<file path="config.mk">
export PLATFORM = sky130hd
export DESIGN_NAME = inst_i_enc
export DESIGN_NICKNAME = d
export VERILOG_FILES = /design/src/rtl/riscv_pkg.sv /design/src/rtl/inst_i_enc_fifo.sv /design/src/rtl/inst_i_enc.sv
export SDC_FILE = /design/constraint.sdc
export NUM_CORES = 1
export LEC_CHECK = 0
export ABC_AREA = 1
export ABC_CLOCK_PERIOD_IN_PS = 2100
export BUFFER_PORTS_ARGS = -buffer_cell sky130_fd_sc_hd__buf_2
export CORE_MARGIN = 2
export CORE_UTILIZATION = 55
export CTS_CLUSTER_DIAMETER = 50
export DETAILED_ROUTE_END_ITERATION = 7
export GPL_TIMING_DRIVEN = 0
export HOLD_SLACK_MARGIN = 0.08
export PLACE_DENSITY = 0.79
export SYNTH_ARGS = -nofsm -noshare
export SYNTH_HDL_FRONTEND = slang
export SYNTH_SLANG_ARGS = --single-unit
</file>
<file path="constraint.sdc">
create_clock -name clk -period 2.1 [get_ports clk]
set_input_delay 0.42 -clock clk [delete_from_list [all_inputs] [get_ports clk]]
set_output_delay 0.42 -clock clk [all_outputs]
set_load 0.1 [all_outputs]
</file>
<file path="src/rtl/riscv_pkg.sv">
// RV32I I-type encoding constants and helpers shared by the encoder and its users.
package riscv_pkg;

    localparam logic [6:0] OPC_OP_IMM = 7'b0010011;
    localparam logic [6:0] OPC_LOAD   = 7'b0000011;
    localparam logic [6:0] OPC_JALR   = 7'b1100111;

    localparam logic [2:0] F3_SLLI    = 3'b001;
    localparam logic [2:0] F3_SRLI    = 3'b101;  // SRAI shares funct3 with SRLI
    localparam logic [2:0] F3_JALR    = 3'b000;

    localparam logic [6:0] SHAMT_HI_LOGIC = 7'b0000000;
    localparam logic [6:0] SHAMT_HI_ARITH = 7'b0100000;

    localparam logic [31:0] INSN_NOP = 32'h00000013;

    typedef enum logic [1:0] {
        KIND_OP_IMM = 2'd0,
        KIND_LOAD   = 2'd1,
        KIND_JALR   = 2'd2,
        KIND_RSVD   = 2'd3
    } i_kind_e;

    typedef struct packed {
        i_kind_e     kind;
        logic [2:0]  funct3;
        logic [11:0] imm;
        logic [4:0]  rs1;
        logic [4:0]  rd;
    } i_fields_t;

    function automatic logic [6:0] kind_opcode(input i_kind_e kind);
        logic [6:0] opc;
        opc = OPC_OP_IMM;
        case (kind)
            KIND_OP_IMM: opc = OPC_OP_IMM;
            KIND_LOAD:   opc = OPC_LOAD;
            KIND_JALR:   opc = OPC_JALR;
            default:     opc = OPC_OP_IMM;
        endcase
        return opc;
    endfunction

    function automatic logic [31:0] pack_i(input i_fields_t f);
        return {f.imm, f.rs1, f.funct3, f.rd, kind_opcode(f.kind)};
    endfunction

    function automatic logic base_legal(input i_fields_t f);
        logic ok;
        ok = 1'b1;
        if (f.kind == KIND_RSVD) ok = 1'b0;
        if (f.kind == KIND_JALR && f.funct3 != F3_JALR) ok = 1'b0;
        return ok;
    endfunction

    function automatic logic shift_legal(input i_fields_t f);
        logic ok;
        ok = 1'b1;
        if (f.kind == KIND_OP_IMM) begin
            if (f.funct3 == F3_SLLI && f.imm[11:5] != SHAMT_HI_LOGIC) ok = 1'b0;
            if (f.funct3 == F3_SRLI && f.imm[11:5] != SHAMT_HI_LOGIC
                && f.imm[11:5] != SHAMT_HI_ARITH) ok = 1'b0;
        end
        return ok;
    endfunction

endpackage

</file>
<file path="src/rtl/inst_i_enc_fifo.sv">
// Two-entry FIFO with synchronous clear; head reads zero when empty.
module inst_i_enc_fifo #(
    parameter int W = 8
) (
    input  logic         clk,
    input  logic         rst_n,
    input  logic         clear,
    input  logic         push,
    input  logic [W-1:0] push_data,
    input  logic         pop,
    output logic         full,
    output logic         empty,
    output logic [W-1:0] head
);

    logic [1:0][W-1:0] mem_q, mem_d;
    logic              wr_ptr_q, wr_ptr_d;
    logic              rd_ptr_q, rd_ptr_d;
    logic [1:0]        cnt_q, cnt_d;
    logic              push_ok, pop_ok;

    assign full    = (cnt_q == 2'd2);
    assign empty   = (cnt_q == 2'd0);
    assign push_ok = push && !full;
    assign pop_ok  = pop && !empty;
    assign head    = empty ? '0 : mem_q[rd_ptr_q];

    always_comb begin
        mem_d    = mem_q;
        wr_ptr_d = wr_ptr_q;
        rd_ptr_d = rd_ptr_q;
        cnt_d    = cnt_q;
        if (clear) begin
            wr_ptr_d = 1'b0;
            rd_ptr_d = 1'b0;
            cnt_d    = 2'd0;
        end else begin
            if (push_ok) begin
                mem_d[wr_ptr_q] = push_data;
                wr_ptr_d        = ~wr_ptr_q;
            end
            if (pop_ok) rd_ptr_d = ~rd_ptr_q;
            cnt_d = cnt_q + {1'b0, push_ok} - {1'b0, pop_ok};
        end
    end

    always_ff @(posedge clk or negedge rst_n) begin
        if (!rst_n) begin
            mem_q    <= '0;
            wr_ptr_q <= 1'b0;
            rd_ptr_q <= 1'b0;
            cnt_q    <= 2'd0;
        end else begin
            mem_q    <= mem_d;
            wr_ptr_q <= wr_ptr_d;
            rd_ptr_q <= rd_ptr_d;
            cnt_q    <= cnt_d;
        end
    end

endmodule

</file>
<file path="src/rtl/inst_i_enc.sv">
// RV32I I-type encoder: packs fields, tags each word with a sequential address, buffers in a 2-entry FIFO.
// Optional macro INST_I_ENC_RANGE_CHECK_EN adds OP-IMM shift-immediate legality checking.
module inst_i_enc
    import riscv_pkg::*;
#(
    parameter int ADDR_W    = 8,
    parameter int BASE_ADDR = 0
) (
    input  logic              clk,
    input  logic              rst_n,
    input  logic              clear,
    input  logic              in_valid,
    output logic              in_ready,
    input  logic [1:0]        in_kind,
    input  logic [2:0]        in_funct3,
    input  logic [11:0]       in_imm,
    input  logic [4:0]        in_rs1,
    input  logic [4:0]        in_rd,
    output logic              out_valid,
    input  logic              out_ready,
    output logic [31:0]       out_word,
    output logic [ADDR_W-1:0] out_addr,
    output logic              out_err,
    output logic              wrapped
);

    localparam int                PW   = 1 + ADDR_W + 32;
    localparam logic [ADDR_W-1:0] BASE = BASE_ADDR[ADDR_W-1:0];

    logic [ADDR_W-1:0] addr_q, addr_d;
    logic              wrapped_q, wrapped_d;
    logic              fifo_full, fifo_empty;
    logic              accept;
    logic              legal;
    i_fields_t         fields;
    logic [31:0]       enc_word;
    logic [PW-1:0]     push_data, head;

    assign fields = '{kind:   i_kind_e'(in_kind),
                      funct3: in_funct3,
                      imm:    in_imm,
                      rs1:    in_rs1,
                      rd:     in_rd};

`ifdef INST_I_ENC_RANGE_CHECK_EN
    assign legal = base_legal(fields) && shift_legal(fields);
`else
    assign legal = base_legal(fields);
`endif

    assign enc_word  = legal ? pack_i(fields) : INSN_NOP;
    assign push_data = {~legal, addr_q, enc_word};

    // clear wins over an accept in the same cycle
    assign in_ready = !fifo_full && !clear;
    assign accept   = in_valid && in_ready;

    always_comb begin
        addr_d    = addr_q;
        wrapped_d = wrapped_q;
        if (clear) begin
            addr_d    = BASE;
            wrapped_d = 1'b0;
        end else if (accept) begin
            addr_d = addr_q + 1'b1;
            if (&addr_q) wrapped_d = 1'b1;
        end
    end

    always_ff @(posedge clk or negedge rst_n) begin
        if (!rst_n) begin
            addr_q    <= BASE;
            wrapped_q <= 1'b0;
        end else begin
            addr_q    <= addr_d;
            wrapped_q <= wrapped_d;
        end
    end

    inst_i_enc_fifo #(.W(PW)) u_fifo (
        .clk       (clk),
        .rst_n     (rst_n),
        .clear     (clear),
        .push      (accept),
        .push_data (push_data),
        .pop       (out_ready),
        .full      (fifo_full),
        .empty     (fifo_empty),
        .head      (head)
    );

    assign out_valid                     = !fifo_empty;
    assign {out_err, out_addr, out_word} = head;
    assign wrapped                       = wrapped_q;

endmodule

</file>
## After elaboration in Yosys (flattened, before gate mapping)

Cells that the tools add are included.

| storage, ports and cells | value |
|---|---|
| bits in latches | 0 |
| word-level logic and storage cells | 59 |
| flip-flop bits (word level) | 95 |
| output and inout bits | 44 |
| memory bits (read-only) | 0 |
| memories kept | 0 |
| memory bits (writable) | 0 |

| cells by class | value |
|---|---|
| equality and inequality tests | 4 |
| bitwise operators | 4 |
| multipliers | 0 |
| shifts and indexed selects | 0 |
| reductions and logical operators | 18 |
| add/sub/neg operators | 3 |
| divide/modulo/power cells | 0 |
| mux-type cells | 20 |
| order comparisons | 3 |

Operator list:

| cell | number |
|---|---|
| 41-bit two-way mux | 4 |
| 82-bit bitwise mux | 1 |
| 41-bit demux with 1-bit select | 1 |
| 32-bit two-way mux | 1 |
| 8-bit two-way mux | 2 |
| 7-bit one-hot mux with 2 select lines | 1 |
| 1-bit two-way mux | 9 |
| 8-bit by 1-bit adder with 8-bit output, second input constant | 1 |
| 8-bit AND reduction | 1 |
| 2-bit nonzero test | 4 |
| 2-bit == test, second input constant | 3 |
| 1-bit logical AND | 6 |
| 1-bit by 2-bit less-than comparator with 1-bit output, second input constant | 2 |
| 1-bit NOT | 4 |
| 2-bit AND reduction | 2 |
| 1-bit logical NOT | 3 |
| 3-bit nonzero test | 1 |
| 2-bit by 1-bit adder with 2-bit output | 1 |
| 2-bit by 1-bit == test with 1-bit output, second input constant | 1 |
| 2-bit logical NOT | 1 |
| 2-bit two-way mux | 1 |
| 2-bit by 1-bit subtractor with 2-bit output | 1 |
| 1-bit >= comparator, second input constant | 1 |

## Depth between registers and ports, before layout

Gate-level depths: netlist of run 1.

| depth | value |
|---|---|
| word-level depth | 8 |
| mapped depth | 9 |
| mapped depth without buffers | 8 |

## Hierarchy

From an unflattened synthesis of run 1, not the netlist that was laid out.

| unflattened totals | value |
|---|---|
| cells, all modules | 664 |
| area total of the unflattened synthesis | 4,976.0 sq um |

Modules (own cells, without submodules):

| module | seq. area each (sq um) | cells each | area each (sq um) | instances |
|---|---|---|---|---|
| inst_i_enc_fifo | 2,152.1 | 536 | 4,200.3 | 1 |
| inst_i_enc | 225.2 | 128 | 775.7 | 1 |

## Worst setup path before layout of run 1

Ideal clock, no wire load.

| timing path | value |
|---|---|
| path type | reg-to-output |
| from | register u_fifo.cnt_q[1] |
| to | output port out_word[5] |
| stages on the path, launching flop included | 6 |
| data required time | 1.680 ns |
| data arrival time | 3.417 ns |
| path slack | -1.737 ns |
| buffers on the path | 1 |
| cell sequence | dfrtp_1 > nor2_1 > inv_1 > o21ai_0 > a21oi_1 > buf_4 |

| between the ends | value |
|---|---|
| word-level cells in the longest chain between the ends | 2 |

Ends and longest elaborated chain:

| element | RTL line | text |
|---|---|---|
| start, declared | inst_i_enc_fifo.sv:19 | `logic [1:0] cnt_q, cnt_d;` |
| start signal, assigned | inst_i_enc_fifo.sv:57 | `cnt_q <= cnt_d;` |
| 2-bit logical NOT | inst_i_enc_fifo.sv:23 | `assign empty = (cnt_q == 2'd0);` |
| 41-bit two-way mux | inst_i_enc_fifo.sv:26 | `assign head = empty ? '0 : mem_q[rd_ptr_q];` |
| end, declared | inst_i_enc.sv:21 | `output logic [31:0] out_word,` |

No other way between the ends.

## Worst setup path after layout of run 1

| timing path | value |
|---|---|
| from | register u_fifo.cnt_q[0] |
| to | output port out_word[6] |

The elaborated chain is that of the path after synthesis.

==> impl_results.md, run 1 <==
- Status: finished, final reports clean
- Pwr/cell area: 1380 nW/um^2
- 1st-iter DRT viols: 234
- RD Place Congestion: 0.863
- TNS Setup: 0 ns
- Setup ws final: 0.00753 ns
- 1st-pass router iterations: 5
- Crit end category: primary output
- Die H: 89.7 um
- Final nets: 628
- ANT cells: 0
- Synth cell types: 28
- Global Route Usage Sum: 29.0%
- RSZ-0062 raised after global routing: yes
- Final Core Density: 79.6%
- Prevailing post-synth register cell: dfrtp_1
- Die width: 89.7 um
- Hold Path Stages: 2
- Pins over their slew limit: 0
- Clk sinks: 87
- HPWL Detailed: 7450 um
- Clock latency on the worst-skew pair: 0.36 ns
- Worst-path clk slew: 0.08 ns
- Sequential share of the synthesized area: 53.9%
- Worst vdd ir: 968 uV
- Warnings from Yosys: 0
- DP Worst Slack: -0.389 ns
- Initial Util: 56.3%
- Max-Cap Viols: 0
- Worst EP arrival: 1.67 ns
- Routed wire length: 11600 um
- Number of enable flip-flop cells after synthesis: 0
- H-tree levels: 3
- Count leader, synth: nand2_1
- Worst Setup Start Kind: register
- I/O Pins: 76
- Tmin final: 2.09 ns
- FF+latch count, synth: 87
- LEAKAGE: 0.00254 uW
- Synth cell count leaders: nand2_1 (196), dfrtp_1 (87), o21ai_0 (61)
- Largest area contributor in the netlist: dfrtp_1
- Post-DR vias/cell: 5.57
- Via count: 3880
- Crit Path Class: reg -> out
- Mean post-synth cell area: 8.10 um^2
- Layout cell share with drive strength beyond 1: 31.6%
- # setup viols final: 0
- # rows: 31
- CTS Buffer Depth: 2
- Total power: 7890 uW
- Largest net degree at the start of global routing: 64
- # DRC: 0
- Ys async rst share: 100%
- Cell depth of the worst flop-to-flop path: 8
- WL per Instance: 16.6 um
- Share of Yosys cell area claimed by the top area cell type: 53.9%
- HP Class: in -> reg
- First-pass GRT wire length: 18700 um
- Req. time, crit path: 1.68 ns
- CTS tree: yes
- Area of the core: 7180 um^2
- CTS Buf Count: 9
- Fmax achieved: 0.478 GHz
- Root Buffer: clkbuf_8
- Die area: 8050 um^2
- Vias in the first global route: 3911
- Area Growth Syn to Fin: 41.4%
- Synth area leaders: dfrtp_1 (54%), nand2_1 (18%), o21ai_0 (7.6%)
- Clock Skew: 0.00994 ns
- Routed Antenna Nets: 0
- Remaining Overflow, GRT: 0
- Netlist Area Pre-Place: 4040 um^2
- Placed insts: 673
- Synthesized instance count: 499
- Final hold vios: 0
- Crit Path Max Fanout: 6
- Fin crit share: 99.6%
- Syn Nets: 534
- Port bufs: 74
- Fin cells: 697
- Initial antenna violation count: 0
-- metrics by stage --
step / cell area [um^2] / hold slack [ns]
floorplan: 4480 / 0.124
global placement: 4980 / 0.448
detailed placement: 5010 / 0.359
CTS: 5620 / 0.286
global route: 5710 / 0.299
finish: 5710 / 0.287
-- area by class of cell --
cell class / count / area [um^2]
flip-flops and latches: 87 / 2180
multi-input cells: 352 / 1990
fillers: 481 / 1460
repair buffers: 84 / 796
plain buffers: 30 / 262
clock buffers: 9 / 124
well taps: 99 / 124
clock inverters: 7 / 120
inverters: 29 / 114
-- logic make-up (layout without fill, tap and decap cells) --
| family | Yosys count | count (layout) | share of synthesized area (%) |
|---|---|---|---|
| AND/OR/NAND/NOR | 223 | 223 | 22.1 |
| AO/OA/AOI/OAI | 122 | 122 | 15.7 |
| flip-flops | 87 | 87 | 53.9 |
| buffers and inverters | 60 | 159 | 6.72 |
| adder cells (fa/ha/maj) | 3 | 3 | 0.929 |
| XOR/XNOR | 3 | 3 | 0.650 |
| other | 1 | 1 | 0.0928 |
-- metal layers --
| layer | up-vias | part of all wire [%] | track usage, % |
|---|---|---|---|
| li1 | 1781 | - | - |
| met1 | 1920 | 40 | 37.0 |
| met2 | 160 | 52 | 50.3 |
| met3 | 19 | 6.2 | 3.86 |
| met4 | 0 | 2.0 | 11.9 |
| met5 | - | 0 | 0 |
-- critical path, cell delays in order (launching register included) --
cell and delay [ns]:
dfrtp_1 0.42, nor2_4 0.25, clkinvlp_4 0.18, o21ai_2 0.10, a21oi_4 0.08, buf_12 0.14, buf_12 0.15
-- repair_timing --
item / 4_1_cts / 5_1_grt
cloned: 0 / 0
hold buffers: 1 / 0
resized for setup: 104 / 28
buffers inserted: 7 / 1
endpoints found under the setup margin: 40 / 35
hold endpoints to repair: 24 / 0
pin swaps: 1 / 1
-- registers in the layout, indices dropped and copies added, names as in the netlist --
signal and count:
wrapped 1, addr_q 8, u_fifo.wr_ptr_q 1, u_fifo.rd_ptr_q 1, u_fifo.cnt_q 2, u_fifo.mem_q 74
-- path summary, 6_finish.rpt --
| path | start | to | slack (ns) |
|---|---|---|---|
| setup / recovery | u_fifo.cnt_q[0] | out_word[6] | 0.008 |
| hold / removal | clear | u_fifo.cnt_q[0] | 0.29 |
| setup reg to reg | u_fifo.cnt_q[0] | u_fifo.cnt_q[1] | 0.41 |
| hold reg to reg | u_fifo.mem_q[18] | u_fifo.mem_q[18] | 0.49 |
| max in group asynchronous | rst_n | u_fifo.mem_q[18] | 0.97 |
| min in group asynchronous | rst_n | u_fifo.mem_q[38] | 0.50 |
-- placed cells by master, fill, tap and decap left out, types with 2 or more instances in the layout --
cell / instances
bufinv_16: 3
a21oi_1: 2
nor2_4: 3
buf_12: 11
dfrtp_1: 85
xor2_1: 2
buf_6: 21
or2_2: 2
inv_2: 4
clkbuf_8: 10
nor2_1: 10
a21oi_2: 4
buf_2: 45
a21oi_4: 33
clkinvlp_4: 2
o21ai_1: 15
nand2_1: 196
nand2_2: 2
buf_4: 20
clkbuf_4: 2
inv_1: 23
ha_1: 3
nand3_1: 6
dfrtp_2: 2
o21ai_0: 59
clkinv_2: 2
nand4_1: 2
o21ai_2: 7
buf_8: 10
-- where the power goes --
| group | switching [uW] | total (uW) | internal (uW) |
|---|---|---|---|
| Combinational | 2780 | 3980 | 1200 |
| Sequential | 304 | 2490 | 2180 |
| Clock | 627 | 1420 | 794 |
| Total | 3710 | 7890 | 4180 |
Note: power is estimated with default switching activity, not from simulation.
==> inputs of run 2 (changes only) <==
- CORE_MARGIN: 2 -> unset
==> impl_results.md, run 2 (synthesis gave the netlist of run 1 again) <==
- Fin cells: 691 (-0.86%)
- Total power: 7690 uW (-2.6%)
- Crit Path Class: reg -> out
- HPWL Detailed: 7280 um (-2.2%)
- CTS Buffer Depth: 2 (unchanged)
- RD Place Congestion: 0.797 (-7.6%)
- H-tree levels: 3 (unchanged)
- Via count: 3848 (-0.82%)
- Crit end category: primary output
- CTS tree: yes
- RSZ-0062 raised after global routing: yes
- Clk sinks: 87 (unchanged)
- Biggest register: u_fifo.mem_q
- ANT cells: 0 (unchanged)
- Max-Cap Viols: 0 (unchanged)
- Max FFs per register: 74 (unchanged)
- First-pass GRT wire length: 18200 um (-2.6%)
- CTS Buf Count: 9 (unchanged)
- Req. time, crit path: 1.68 ns (about the same)
- Tmin final: 2.08 ns (-0.0104 ns)
- 1st-iter DRT viols: 329 (+41%)
- Pwr/cell area: 1340 nW/um^2 (-2.9%)
- Post-DR vias/cell: 5.57 (about the same)
- Highest-count cells in the layout ignoring fill and taps: nand2_1 (196), dfrtp_1 (85), o21ai_0 (58)
- Die area: 7690 um^2 (-4.4%)
- Final hold vios: 0 (unchanged)
- DP Worst Slack: -0.406 ns (-0.0168 ns)
- Reg2reg setup slack: 0.37 ns (-0.04 ns)
- Worst EP arrival: 1.66 ns (about the same)
- Placed insts: 670 (-0.45%)
- Remaining Overflow, GRT: 0 (unchanged)
- LEAKAGE: 0.00254 uW (-0.21%)
- # rows: 30 (-3.2%)
- Root Buffer: clkbuf_8
- Status: finished, final reports clean
- Setup ws final: 0.0179 ns (+0.0104 ns)
- Area Growth Syn to Fin: 41.8%
- Die width: 87.7 um (-2.2%)
- Crit Path Max Fanout: 10 (+4)
- WL per Instance: 16.8 um (+1.3%)
- I/O Pins: 76 (unchanged)
- Pins over their slew limit: 0 (unchanged)
- Fin crit share: 99.1% (-0.50 points)
- Worst Setup Start Kind: register
- Largest net degree at the start of global routing: 71 (+11%)
- # DRC: 0 (unchanged)
- Clock latency on the worst-skew pair: 0.35 ns (about the same)
- Vias in the first global route: 3787 (-3.2%)
- # setup viols final: 0 (unchanged)
- Area of the core: 6940 um^2 (-3.2%)
- Port bufs: 74 (unchanged)
- Final Cell Area: 5730 um^2 (+0.31%)
- 1st-pass router iterations: 5 (unchanged)
- Clock Skew: 0.00732 ns (-0.00262 ns)
- Worst vdd ir: 982 uV (+1.5%)
- Routed Antenna Nets: 0 (unchanged)
- HP Class: in -> reg
- Routed wire length: 11600 um (+0.41%)
- Layout cell share with drive strength beyond 1: 31.3% (-0.34 points)
- Biggest regs: u_fifo.mem_q: 74 flops, addr_q: 8 flops, u_fifo.cnt_q: 2 flops
- Initial Util: 58.2% (+1.9 points)
- Cell Area, Placed: 5000 um^2 (about the same)
- Most common cell after layout, fill and taps aside: nand2_1
- Die H: 87.7 um (-2.2%)
- Initial antenna violation count: 0 (unchanged)
- Global Route Usage Sum: 31.6% (+2.6 points)
- Worst-path clk slew: 0.08 ns (about the same)
- Fmax achieved: 0.480 GHz (+0.50%)
- Final nets: 626 (-0.32%)
## run 2: area by class of cell
cell class | instances | area, um^2
Sequential cell | 87 | 2180
Multi-Input combinational cell | 352 | 1990
Fill cell | 414 | 1210
Timing Repair Buffer | 82 | 858
Buffer | 30 | 267
Clock buffer | 11 | 151
Tap cell | 96 | 120
Inverter | 29 | 115
Clock inverter | 4 | 45.0
## run 2: what timing repair did
action / 4_1_cts / 5_1_grt
setup endpoints to repair: 40 / 35
hold endpoints to repair: 17 / 0
cloned: 0 / 0
resized for setup: 113 / 36
pin swaps: 1 / 1
hold buffers: 1 / 0
buffers inserted: 3 / 3
## run 2: metal layers
| layer | part of all wire, % | vias to the layer above | wire [um] | track usage (%) |
|---|---|---|---|---|
| met4 | 1.8 | 0 | 214 | 11.9 |
| li1 | - | 1784 | - | - |
| met5 | 0 | - | 0 | 0 |
| met1 | 41 | 1882 | 4720 | 39.9 |
| met3 | 5.9 | 20 | 682 | 4.34 |
| met2 | 52 | 162 | 6020 | 55.3 |
## run 2: report_power, final
group / switching (uW) / internal [uW]
clock: 575 / 603
combinational: 2800 / 1220
sequential: 312 / 2180
total: 3690 / 4000
## run 2: stage by stage
| step | TNS (ns) | utilization (%) | hold slack, ns |
|---|---|---|---|
| after floorplan | -3.68 | - | 0.124 |
| after global placement | -20.68 | 71.6 | 0.450 |
| after detailed placement | -13.02 | 72.1 | 0.313 |
| after CTS | -0.114 | 80.5 | 0.305 |
| after global routing | -0.0763 | 82.5 | 0.310 |
| final | 0 | 82.5 | 0.309 |
## run 2: critical path: stages (launching register included)
cell and delay [ns]:
dfrtp_2 0.48, clkbuf_4 0.27, nand2_1 0.13, a21oi_4 0.18, buf_6 0.24
## run 2: worst paths after layout
| kind | from | to | cells after the start |
|---|---|---|---|
| max | u_fifo.rd_ptr_q | out_word[12] | 4 |
| max reg2reg | u_fifo.cnt_q[1] | u_fifo.cnt_q[1] | 8 |
| min reg2reg | wrapped | wrapped | 2 |
| max in group asynchronous | rst_n | u_fifo.rd_ptr_q | 3 |
| min | clear | u_fifo.cnt_q[0] | 2 |
| min in group asynchronous | rst_n | u_fifo.mem_q[16] | 2 |
==> inputs of run 3 (changes only) <==
--- a/config.mk
+++ b/config.mk
@@ -10,2 +10,3 @@
 export BUFFER_PORTS_ARGS = -buffer_cell sky130_fd_sc_hd__buf_2
+export CAP_MARGIN = 0
 export CORE_UTILIZATION = 55
@@ -14,3 +15,3 @@
 export GPL_TIMING_DRIVEN = 0
-export HOLD_SLACK_MARGIN = 0.08
+export HOLD_SLACK_MARGIN = 0.12
 export PLACE_DENSITY = 0.79
==> constraint.sdc (replaced) <==
create_clock -name clk -period 2.1 [get_ports clk]
set_input_delay 0.315 -clock clk [delete_from_list [all_inputs] [get_ports clk]]
set_output_delay 0.315 -clock clk [all_outputs]
set_load 0.1 [all_outputs]
==> impl_results.md, run 3 (synthesis gave the netlist of run 1 again) <==
- Register Area: 2180 um^2 (about the same)
- Max stage delay on crit path: 0.46 ns (-0.02 ns)
- Area of the core: 6940 um^2 (unchanged)
- Routed Antenna Nets: 0 (unchanged)
- 1st-pass router iterations: 5 (unchanged)
- Multi-input logic area: 2000 um^2 (+0.31%)
- Layout cell share with drive strength beyond 1: 30.9% (-0.35 points)
- First-pass GRT wire length: 18200 um (-0.12%)
- Capture point of the worst reg-to-reg path: u_fifo.cnt_q[1]
- HPWL Detailed: 7440 um (+2.1%)
- # setup viols final: 0 (unchanged)
- ANT cells: 0 (unchanged)
- CTS Buffer Depth: 2 (unchanged)
- Reg2reg setup slack: 0.35 ns (-0.02 ns)
- Root Buffer: clkbuf_8
- Port bufs: 74 (unchanged)
- Die width: 87.7 um (unchanged)
- Post-DR vias/cell: 5.55 (-0.27%)
- Crit path max-delay family: buffers and inverters
- Max FFs per register: 74 (unchanged)
- Remaining Overflow, GRT: 0 (unchanged)
- Final Core Density: 78.8% (-3.7 points)
- Biggest register: u_fifo.mem_q
- Crit end category: primary output
- Fin cells: 688 (-0.43%)
- Die area: 7690 um^2 (unchanged)
- Pwr/cell area: 1370 nW/um^2 (+1.8%)
- Worst-path clk slew: 0.08 ns (about the same)
- Placed insts: 670 (unchanged)
- # rows: 30 (unchanged)
- Fillers: 492 (+19%)
- Tmin final: 2.07 ns (-0.00895 ns)
- Fmax achieved: 0.482 GHz (+0.43%)
- H-tree levels: 3 (unchanged)
- Final hold vios: 0 (unchanged)
- Crit Path Class: reg -> out
- Cell depth of the worst flop-to-flop path: 8 (unchanged)
- Global Route Usage Sum: 31.5% (-0.057 points)
- Initial Util: 58.2% (unchanged)
- Clock latency on the worst-skew pair: 0.36 ns (about the same)
- I/O Pins: 76 (unchanged)
- Most common cell after layout, fill and taps aside: nand2_1
- Worst R2R Start: u_fifo.cnt_q[1]
- CP bufs+invs: 2 (unchanged)
- Via count: 3821 (-0.70%)
- CP Cell Sequence: clkbuf_4 -> nand2_1 -> a21oi_2 -> buf_2
- Vias in the first global route: 3829 (+1.1%)
- Die H: 87.7 um (unchanged)
- Max-Cap Viols: 0 (unchanged)
- Worst Setup Start Kind: register
- CTS tree: yes
- Final nets: 623 (-0.48%)
- Hold path startpoint: clear
- Setup ws final: 0.0269 ns (+0.00895 ns)
- Hold Path Stages: 2 (unchanged)
- Routed wire length: 11300 um (-3.1%)
- WL per Instance: 16.4 um (-2.7%)
- LEAKAGE: 0.00246 uW (-2.9%)
- 1st-iter DRT viols: 304 (-7.6%)
- Largest net degree at the start of global routing: 73 (+2.8%)
- CP startpoint: u_fifo.rd_ptr_q
- Clk sinks: 87 (unchanged)
- Worst vdd ir: 899 uV (-8.5%)
- Clock Skew: 0.0135 ns (+0.00620 ns)
- Highest-count cells in the layout ignoring fill and taps: nand2_1 (196), dfrtp_1 (84), o21ai_0 (59)
- Worst EP arrival: 1.76 ns (+0.10 ns)
- Initial antenna violation count: 0 (unchanged)
- Fin crit share: 98.7% (-0.43 points)
- Pins over their slew limit: 0 (unchanged)
- DP Worst Slack: -0.247 ns (+0.159 ns)
- Req. time, crit path: 1.78 ns (+0.10 ns)
- Area Growth Syn to Fin: 35.5%
- Status: finished, final reports clean
- Slowest CP cell: dfrtp_2
- Biggest regs: u_fifo.mem_q: 74 flops, addr_q: 8 flops, u_fifo.cnt_q: 2 flops
- HP Class: in -> reg
- CTS Buf Count: 9 (unchanged)
- Crit Path Max Fanout: 10 (unchanged)
- RD Place Congestion: 0.839 (+5.2%)
- # DRC: 0 (unchanged)
- Worst hold endpoint: u_fifo.cnt_q[0]
-- run 3: cell types whose count changed in the layout (fill, tap and decap cells not counted), moves of 2 or more --
cell,delta
buf_12,-20
buf_2,+4
buf_4,-6
buf_6,+18
buf_8,-8
clkbuf_2,+2
clkbuf_4,+7
clkinv_2,-2
-- run 3: metal layers --
metal	global-route usage (%)	wire (um)
met1	38.8	4490
met2	54.9	5770
met3	4.24	723
met4	15.1	284
met5	0	0
-- run 3: stage by stage --
stage | TNS [ns] | hold WS [ns] | power [uW] | area [um^2]
5_1_grt | -0.0344 | 0.193 | 7810 | 5470
4_1_cts | 0 | 0.184 | 7430 | 5440
2_1_floorplan | -1.25 | 0.0194 | 5220 | 4440
3_3_place_gp | -2.80 | 0.443 | 5750 | 4930
3_5_place_dp | -4.47 | 0.196 | 5860 | 4960
6_report | 0 | 0.186 | 7480 | 5470
-- run 3: worst max-delay path by stage --
stage | to | slack [ns] | cells after the start
floorplan | out_word[5] | -0.40 | 5
global placement | out_word[14] | -0.20 | 5
finish | out_word[29] | 0.03 | 4
CTS | out_addr[2] | 0.001 | 5
detailed placement | out_word[16] | -0.25 | 5
global route | out_addr[2] | -0.02 | 5
-- run 3: report_power, final --
group / internal (uW) / switching, uW
logic: 939 / 2700
clock network: 760 / 581
registers: 2190 / 310
-- run 3: cell type report --
cell class / instances / area share [%]
inverters: 29 / 2.06
clock inverters: 3 / 1.19
flip-flops and latches: 87 / 39.8
multi-input cells: 353 / 36.5
clock buffers: 12 / 3.02
well taps: 96 / 2.19
repair buffers: 78 / 11.5
plain buffers: 30 / 3.63
-- run 3: timing repair --
item | CTS | global route
setup endpoints to repair | 41 | 35
hold buffers | 1 | 0
endpoints found under the hold margin | 15 | 0
cloned | 1 | 0
buffers inserted | 1 | 1
gates resized for setup | 78 | 15
pin swaps | 1 | 1
